--- config.mk ---
export PLATFORM = sky130hd
export DESIGN_NAME = minibyte_fetch_unit
export DESIGN_NICKNAME = d
export VERILOG_FILES = /design/src/rtl/minibyte_fetch_unit_pkg.sv /design/src/rtl/minibyte_fetch_timer.sv /design/src/rtl/minibyte_fetch_unit.sv
export SDC_FILE = /design/constraint.sdc
export NUM_CORES = 1
export LEC_CHECK = 0
export BUFFER_PORTS_ARGS = -buffer_cell sky130_fd_sc_hd__buf_2
export CORE_MARGIN = 2
export CORE_UTILIZATION = 45
export CTS_BUF_LIST = sky130_fd_sc_hd__clkbuf_8
export DETAILED_ROUTE_END_ITERATION = 6
export HOLD_SLACK_MARGIN = 0.08
export PLACE_DENSITY = 0.72
export SYNTH_ARGS = -nofsm -noshare
export SYNTH_HDL_FRONTEND = slang
export SYNTH_HIERARCHICAL = 1
export SYNTH_SLANG_ARGS = --single-unit
export TNS_END_PERCENT = 10
--- constraint.sdc ---
create_clock -name clk_in -period 2.9 [get_ports clk_in]
set_input_delay 0.58 -clock clk_in [delete_from_list [all_inputs] [get_ports clk_in]]
set_output_delay 0.58 -clock clk_in [all_outputs]
set_load 0.02 [all_outputs]
--- src/rtl/minibyte_fetch_unit_pkg.sv ---
// Shared types for the minibyte fetch sequencer: state encoding, registered output bundle
// and the default parameter values used by the fetch unit and the control unit.
package minibyte_fetch_unit_pkg;

    localparam int OPR_BIT_DEFAULT = 7;
    localparam int TO_W_DEFAULT    = 4;
    localparam int TIMEOUT_DEFAULT = 15;

    typedef enum logic [2:0] {
        S_IDLE      = 3'd0,
        S_REQ_OP    = 3'd1,
        S_LATCH_OP  = 3'd2,
        S_REQ_ARG   = 3'd3,
        S_LATCH_ARG = 3'd4,
        S_DONE      = 3'd5,
        S_ERR       = 3'd6
    } fetch_state_e;

    typedef struct packed {
        logic req;
        logic ir_set;
        logic opr_set;
        logic pc_inc;
        logic busy;
        logic done;
        logic err;
    } fetch_out_t;

    function automatic logic is_req_state(input fetch_state_e s);
        return (s == S_REQ_OP) || (s == S_REQ_ARG);
    endfunction

endpackage

--- src/rtl/minibyte_fetch_timer.sv ---
// Ack-wait timer: counts request cycles without an acknowledge and flags the cycle in which
// the count would reach LIMIT. LIMIT = 0 disables expiry.
module minibyte_fetch_timer #(
    parameter int TO_W  = 4,
    parameter int LIMIT = 15
) (
    input  logic clk_in,
    input  logic rst_in,
    input  logic clear_i,
    input  logic enable_i,
    output logic expired_o
);

    localparam logic [TO_W-1:0] LAST = TO_W'(LIMIT - 1);

    logic [TO_W-1:0] count_q, count_d;

    always_comb begin
        // NOTE: default assignment first so every path drives count_d and no latch is inferred.
        count_d = count_q;
        if (clear_i) begin
            count_d = '0;
        end else if (enable_i) begin
            count_d = count_q + 1'b1;
        end
    end

    // NOTE: sequential state uses non-blocking assignments; the async reset clears the counter.
    always_ff @(posedge clk_in or negedge rst_in) begin
        if (!rst_in) begin
            count_q <= '0;
        end else begin
            count_q <= count_d;
        end
    end

    // An ack in the expiring cycle wins because enable_i is low whenever ack is present.
    assign expired_o = (LIMIT != 0) && enable_i && (count_q == LAST);

endmodule

--- src/rtl/minibyte_fetch_unit.sv ---
// Instruction fetch sequencer: reads the opcode (and an operand byte when flagged) over a
// req/ack bus and emits registered set/inc pulses towards the IR, operand and PC registers.
module minibyte_fetch_unit
    import minibyte_fetch_unit_pkg::*;
#(
    parameter int OPR_BIT = OPR_BIT_DEFAULT,
    parameter int TO_W    = TO_W_DEFAULT,
    parameter int TIMEOUT = TIMEOUT_DEFAULT
) (
    input  logic       clk_in,
    input  logic       rst_in,
    input  logic       start_in,
    input  logic       flush_in,
    input  logic [7:0] pc_in,
    input  logic [7:0] mem_data_in,
    input  logic       mem_ack_in,
    output logic       mem_req_out,
    output logic [7:0] mem_addr_out,
    output logic [7:0] data_out,
    output logic       ir_set_out,
    output logic       opr_set_out,
    output logic       pc_inc_out,
    output logic       busy_out,
    output logic       done_out,
    output logic       err_out
);

    fetch_state_e state_q, state_d;
    fetch_out_t   out_q, out_d;
    logic [7:0]   data_q, data_d;
    logic         two_byte_q, two_byte_d;
    logic         in_req, expired, capture;

    assign in_req  = is_req_state(state_q);
    assign capture = in_req && mem_ack_in && !flush_in;

    minibyte_fetch_timer #(
        .TO_W  (TO_W),
        .LIMIT (TIMEOUT)
    ) u_timer (
        .clk_in    (clk_in),
        .rst_in    (rst_in),
        .clear_i   (!in_req),
        .enable_i  (in_req && !mem_ack_in),
        .expired_o (expired)
    );

    always_ff @(posedge clk_in or negedge rst_in) begin
        if (!rst_in) begin
            state_q    <= S_IDLE;
            out_q      <= '0;
            data_q     <= '0;
            two_byte_q <= 1'b0;
        end else begin
            state_q    <= state_d;
            out_q      <= out_d;
            data_q     <= data_d;
            two_byte_q <= two_byte_d;
        end
    end

    always_comb begin
        state_d = state_q;
        if (flush_in) begin
            state_d = S_IDLE;
        end else begin
            unique case (state_q)
                S_IDLE:      if (start_in) state_d = S_REQ_OP;
                S_REQ_OP:    if (mem_ack_in) state_d = S_LATCH_OP;
                             else if (expired) state_d = S_ERR;
                S_LATCH_OP:  state_d = two_byte_q ? S_REQ_ARG : S_DONE;
                S_REQ_ARG:   if (mem_ack_in) state_d = S_LATCH_ARG;
                             else if (expired) state_d = S_ERR;
                S_LATCH_ARG: state_d = S_DONE;
                S_DONE:      state_d = S_IDLE;
                S_ERR:       state_d = S_IDLE;
                default:     state_d = S_IDLE;
            endcase
        end
    end

    // Outputs are decoded from the next state so each pulse is registered for the state it marks.
    always_comb begin
        out_d         = '0;
        out_d.req     = is_req_state(state_d);
        out_d.ir_set  = (state_d == S_LATCH_OP);
        out_d.opr_set = (state_d == S_LATCH_ARG);
        out_d.pc_inc  = (state_d == S_LATCH_OP) || (state_d == S_LATCH_ARG);
        out_d.busy    = (state_d != S_IDLE);
        out_d.done    = (state_d == S_DONE);
        out_d.err     = (state_d == S_ERR);
    end

    always_comb begin
        data_d     = data_q;
        two_byte_d = two_byte_q;
        if (capture) begin
            data_d = mem_data_in;
            if (state_q == S_REQ_OP) begin
                two_byte_d = mem_data_in[OPR_BIT];
            end
        end
    end

    assign mem_addr_out = pc_in;
    assign data_out     = data_q;
    assign mem_req_out  = out_q.req;
    assign ir_set_out   = out_q.ir_set;
    assign opr_set_out  = out_q.opr_set;
    assign pc_inc_out   = out_q.pc_inc;
    assign busy_out     = out_q.busy;
    assign done_out     = out_q.done;
    assign err_out      = out_q.err;

endmodule

==> run_results.csv, run 1 <==
group,metric,value,unit
outcome,status,"completed",
flow_run,max-cap-violations,0,
worst_setup_path,slowest_delay,0.62,ns
worst_setup_path,critPathTopFamily,"compound AO/OA/AOI/OAI gates",
grt,grt_max_degree,24,
die,fp.dieW,54.8,um
synth,yosys_register_bits,23,
hold_path,hold_path_class,"input port to asynchronous set/reset pin",
cells_and_area,layout.nets,145,
worst_setup_path,critical_path_depth,8,
synth,netlist_instances,100,
routing,routedWlPerCell,14.1,um
clock_tree,cts_hold_buffers,0,
place,gp_congestion,0.813,
synth,yosysMostFrequentCell,"dfrtp_1",
worst_setup_path,worstPathMaxFanout,12,
synth,postSynthAreaPerCell,11.6,um2
power_and_ir_drop,irDropWorstVdd,515,uV
die,coreArea,0.00245,mm2
synth,yosys.area.top_type,"dfrtp_1",
routing,drc,0,
cells_and_area,drive_gt1_share,41.3,%
grt,grt.overflow.total,0,
synth,ys_seq_area_share,49.6,%
grt,track_usage,16.4,%
power_and_ir_drop,seqPwrFrac,47.7,%
power_and_ir_drop,comb_power_share,30.9,%
place,place_inst,147,
power_and_ir_drop,leakage,0.655,nW
timing,relSlewSlack,66.3,%
place,portBuffers,27,
worst_setup_path,endpoint_kind,"flop",
timing,worstMarginPinSlew,0.499,ns
power_and_ir_drop,p_sw,0.308,mW
worst_setup_path,crit_type,"flop to flop",
power_and_ir_drop,p_int,0.609,mW
synth,synthArstFlopShare,100,%
power_and_ir_drop,clockPowerShare,21.4,%
timing,max_freq,385,MHz
clock_tree,cts_resized,0,
synth,ys_types,35,
die,fp.dieH,54.8,um
die,initial_utilization,47.2,%
routing,post_drt_via_cell_ratio,5.25,
power_and_ir_drop,p_per_area,706,mW/mm2
synth,yosysTopAreaCellShare,49.6,%
grt,grt_pass1_wl,3360,um
timing,final.setup.tns,0,ns
cells_and_area,fin_cells,151,
clock_tree,clk_path_buf_depth,2,
power_and_ir_drop,swShare,33.6,%
timing,finalSetupViolations,0,
clock_tree,postCtsSetupBuffers,0,
clock_tree,numCtsBuffers,3,
die,num_rows,18,
place,hpwl,1540,um
cells_and_area,fillers,230,
clock_tree,cts.sinks,23,
routing,drtIter0Drc,12,
routing,wl,2130,um
grt,antenna_found_initial,0,
clock_tree,clk_latency,0.27,ns
synth,synth_edf_count,0,
routing,dr_total_vias,793,
synth,synthTopCellsByArea,"dfrtp_1 (50%), mux2_2 (9.7%), buf_4 (5.2%)",
worst_setup_path,path_cells,"nor2b_1 -> inv_1 -> nor2_1 -> and4_1 -> o31ai_1 -> o311ai_4 -> o211ai_4 -> mux2_2",
routing,firstDrtPassIters,4,
clock_tree,cts-root-buf,"clkbuf_8",
timing,skew,0.00601,ns
die,ioPinCount,44,
worst_setup_path,worst_ep_required_time,3.05,ns
timing,min_period,2.60,ns
synth,synth.cell_area,0.00116,mm2
timing,rsz0062_at_grt,"false",
worst_setup_path,cp-start-kind,"flop",
routing,drtAntennaViolNets,0,
timing,timing.final.crit_share,89.5,%
synth,synth_flop_cell,"dfrtp_1",
grt,grt_pass1_vias,739,
clock_tree,cts_tree,"built",
worst_setup_path,cp.arrival,2.74,ns
timing,finalHoldViolCount,0,
worst_setup_path,cp_slowest_cell,"dfrtp_1",
worst_setup_path,critical_path_buf_inv_count,1,
cells_and_area,syn_to_final_growth,12.0,%
clock_tree,htree_levels,1,
worst_setup_path,reg2regPathDepth,8,
synth,ys_warn_count,6,
cells_and_area,antennaDiodeCount,0,
die,die_area,0.00300,mm2
timing,slew_viol_final,0,
clock_tree,clkTransAtPathRegs,0.08,ns
synth,synthTopCellsByCount,"dfrtp_1 (23), mux2_2 (10), nor2_1 (10)",
synth,syn_nets,123,
sequential cells by signal, indices dropped and copies added (netlist names):
signal / flops
u_timer/count_q: 4
mem_req_out: 1
ir_set_out: 1
state_q: 3
opr_set_out: 1
data_out: 8
busy_out: 1
pc_inc_out: 1
two_byte_q: 1
done_out: 1
err_out: 1
cell families (layout without fill, tap and decap cells):
family / after synthesis / in the layout / synth area share, %
adder cells (fa/ha/maj): 2 / 2 / 2.16
buffers and inverters: 17 / 38 / 9.49
flip-flops: 23 / 23 / 49.6
XOR/XNOR: 2 / 2 / 1.51
AND/OR/NAND/NOR: 32 / 32 / 15.3
multiplexers: 11 / 11 / 11.0
AO/OA/AOI/OAI: 13 / 13 / 10.9
stage by stage:
| step | total power [mW] | setup WS (ns) | cell area, um2 | hold slack, ns | utilization (%) |
|---|---|---|---|---|---|
| 2_1_floorplan | 0.646 | 0.587 | 1160 | 0.284 | - |
| 3_3_place_gp | 0.715 | 0.459 | 1250 | 0.485 | 51.0 |
| 3_5_place_dp | 0.730 | 0.351 | 1250 | 0.494 | 51.0 |
| 4_1_cts | 0.928 | 0.336 | 1300 | 0.292 | 52.9 |
| 5_1_grt | 0.975 | 0.150 | 1300 | 0.315 | 52.9 |
| 6_report | 0.917 | 0.304 | 1300 | 0.277 | 52.9 |
layout make-up:
type,count,area [um2],area share [%]
Clock inverter,1,5.00,0.385
Timing Repair Buffer,28,143,11.0
Inverter,6,22.5,1.73
Sequential cell,23,576,44.3
Tap cell,30,37.5,2.89
Multi-Input combinational cell,60,474,36.5
Clock buffer,3,41.3,3.18
power by group through the flow:
stage               combinational (mW)  clock [mW]  sequential (mW)
floorplan                        0.134           0            0.512
global placement                 0.279           0            0.436
detailed placement               0.287           0            0.443
CTS                              0.287       0.204            0.437
global route                     0.311       0.218            0.446
finish                           0.284       0.196            0.437
worst paths after layout:
kind	start	endpoint	slack, ns
worst min-delay path	rst_in	opr_set_out	0.28
worst min register to register	data_out[4]	data_out[4]	0.51
worst max-delay path	state_q[2]	data_out[0]	0.30
max in group asynchronous	rst_in	u_timer/count_q[1]	2.27
min in group clk_in	data_out[4]	data_out[4]	0.51
worst max register to register	state_q[2]	data_out[0]	0.30
layout by cell type, fill, tap and decap left out, types with 2 or more instances in the layout:
cell type	synthesis	routed
inv_1	6	6
clkbuf_8	0	3
xnor2_1	2	2
a31oi_1	2	2
a21oi_1	4	4
dfrtp_1	23	23
nand2_1	3	3
nand4_1	2	2
ha_1	2	2
buf_2	1	27
nand2b_1	3	3
mux2_2	10	10
nor2_1	10	10
nor2b_1	2	2
routing by layer:
layer / wire (um) / up-vias / GRT usage, %
li1: - / 376 / -
met1: 894 / 385 / 20.6
met2: 1100 / 27 / 26.2
met3: 105 / 5 / 3.55
met4: 34 / 0 / 8.33
met5: 0 / - / 0
worst reg2reg max path, stage by stage, from the launching register on:
cell      delay [ns]
dfrtp_1         0.62
nor2b_1         0.16
inv_1           0.18
nor2_1          0.07
and4_1          0.24
o31ai_1         0.39
o311ai_4        0.22
o211ai_4        0.21
mux2_2          0.39
No activity file was read; power rests on OpenSTA's default activity.
==> run 2, diff against run 1 <==
--- a/config.mk
+++ b/config.mk
@@ -5,7 +5,9 @@
 export SDC_FILE = /design/constraint.sdc
 export NUM_CORES = 1
 export LEC_CHECK = 0
+export ABC_CLOCK_PERIOD_IN_PS = 2900
 export BUFFER_PORTS_ARGS = -buffer_cell sky130_fd_sc_hd__buf_2
+export CORE_ASPECT_RATIO = 0.8
 export CORE_MARGIN = 2
 export CORE_UTILIZATION = 45
 export CTS_BUF_LIST = sky130_fd_sc_hd__clkbuf_8
==> run_results.csv, run 2 (synthesized netlist as in run 1, its figures left out) <==
group,metric,value,unit
cells_and_area,fillers,208,
worst_setup_path,endpoint_kind,"flop",
timing,finalHoldViolCount,0,
routing,post_drt_via_cell_ratio,5.01,
worst_setup_path,cp_slowest_cell,"dfrtp_1",
worst_setup_path,cp-start-kind,"flop",
cells_and_area,layout.nets,146,
clock_tree,cts_tree,"built",
cells_and_area,largest_register_ffs,8,
clock_tree,numCtsBuffers,3,
worst_setup_path,critical_path_buf_inv_count,1,
grt,grt_max_degree,24,
cells_and_area,syn_to_final_growth,13.2,%
cells_and_area,final_common_cell,"buf_2",
die,coreArea,0.00244,mm2
cells_and_area,drive_gt1_share,41.0,%
power_and_ir_drop,irDropWorstVdd,430,uV
clock_tree,cts-root-buf,"clkbuf_8",
routing,drtAntennaViolNets,0,
routing,drtIter0Drc,25,
routing,firstDrtPassIters,4,
die,die_area,0.00300,mm2
routing,routedWlPerCell,13.5,um
power_and_ir_drop,leakage,0.662,nW
grt,antenna_found_initial,0,
outcome,status,"completed",
worst_setup_path,crit_type,"flop to flop",
die,num_rows,16,
worst_setup_path,worstPathMaxFanout,9,
worst_setup_path,r2r_end,"data_out[5]",
timing,timing.final.crit_share,85.2,%
grt,grt_pass1_vias,816,
die,fp.dieW,60.8,um
cells_and_area,mostFrequentLayoutCells,"buf_2 (27), dfrtp_1 (23), nor2_1 (10), mux2_2 (10), inv_1 (7)",
die,ioPinCount,44,
timing,worstMarginPinSlew,0.530,ns
routing,wl,2140,um
clock_tree,postCtsSetupBuffers,0,
clock_tree,clk_latency,0.26,ns
worst_setup_path,cp-startpoint,"state_q[0]",
cells_and_area,antennaDiodeCount,0,
timing,setup_ws,0.430,ns
worst_setup_path,reg2regPathDepth,8,
worst_setup_path,timing.rr.start,"state_q[0]",
cells_and_area,design_area,0.00131,mm2
timing,relSlewSlack,64.2,%
power_and_ir_drop,p_per_area,693,mW/mm2
place,gp_congestion,0.797,
hold_path,hold_path_class,"input port to asynchronous set/reset pin",
timing,min_period,2.47,ns
timing,final.setup.tns,0,ns
grt,grt.overflow.total,0,
clock_tree,cts_resized,0,
clock_tree,htree_levels,1,
timing,slew_viol_final,0,
worst_setup_path,critPathTopFamily,"compound AO/OA/AOI/OAI gates",
die,initial_utilization,47.5,%
routing,drc,0,
worst_setup_path,endpoint,"data_out[5]",
grt,grt_pass1_wl,3600,um
timing,finalSetupViolations,0,
timing,rsz0062_at_grt,"false",
place,hpwl,1570,um
timing,skew,0.00147,ns
place,portBuffers,27,
grt,track_usage,16.3,%
worst_setup_path,critical_path_depth,8,
cells_and_area,fin_util,53.7,%
die,fp.dieH,49.4,um
place,post-place-ws,0.469,ns
flow_run,max-cap-violations,0,
worst_setup_path,cp.arrival,2.61,ns
clock_tree,cts_hold_buffers,0,
clock_tree,clkTransAtPathRegs,0.07,ns
place,place_area,0.00127,mm2
clock_tree,clk_path_buf_depth,2,
routing,dr_total_vias,792,
worst_setup_path,r2r_slack,0.43,ns
clock_tree,cts.sinks,23,
worst_setup_path,path_cells,"nor2b_1 -> inv_1 -> nor2_1 -> and4_1 -> o31ai_1 -> o311ai_4 -> o211ai_4 -> mux2_2",
worst_setup_path,worst_ep_required_time,3.04,ns
timing,max_freq,405,MHz
worst_setup_path,slowest_delay,0.47,ns
## run 2: stage by stage
stage | cells | hold slack [ns] | total power [mW]
floorplan | 100 | 0.284 | 0.646
finish | 158 | 0.284 | 0.910
CTS | 158 | 0.297 | 0.920
detailed placement | 154 | 0.487 | 0.731
global placement | 154 | 0.485 | 0.719
global route | 158 | 0.311 | 0.968
## run 2: layout make-up
class                   count  area (um2)  share of cell area (%)
clock buffers               3        41.3                    3.15
clock inverters             1        3.75                   0.286
inverters                   6        22.5                    1.72
multi-input cells          60         474                    36.1
flip-flops and latches     23         576                    43.9
well taps                  36        45.0                    3.43
repair buffers             29         150                    11.4
## run 2: where the power goes
group	total (mW)	internal [mW]	switching [mW]
clock	0.187	0.0943	0.0923
combinational	0.289	0.121	0.168
sequential	0.434	0.393	0.0408
## run 2: worst min-delay path by stage
| stage | depth (start not counted) | start | end |
|---|---|---|---|
| floorplan | 0 | rst_in | busy_out |
| global placement | 1 | data_out[4] | data_out[4] |
| detailed placement | 1 | data_out[4] | data_out[4] |
| CTS | 1 | rst_in | u_timer/count_q[2] |
| global route | 1 | rst_in | u_timer/count_q[2] |
| finish | 1 | rst_in | u_timer/count_q[2] |
## run 2: worst register-to-register path: cells and delay by family, from the launching register on
kind,cells,cell delay [ns]
AOI/OAI and AO/OA,3,0.82
and+or+nand+nor,3,0.53
DFF,1,0.47
muxes,1,0.39
buffers and inverters,1,0.15
## run 2: routing by layer
layer	vias to the layer above	part of all wire (%)	GRT usage, %
met2	21	50	25.3
met1	387	43	21.2
met4	0	0.28	5.07
li1	380	-	-
met5	-	0	0
met3	4	6.5	5.84
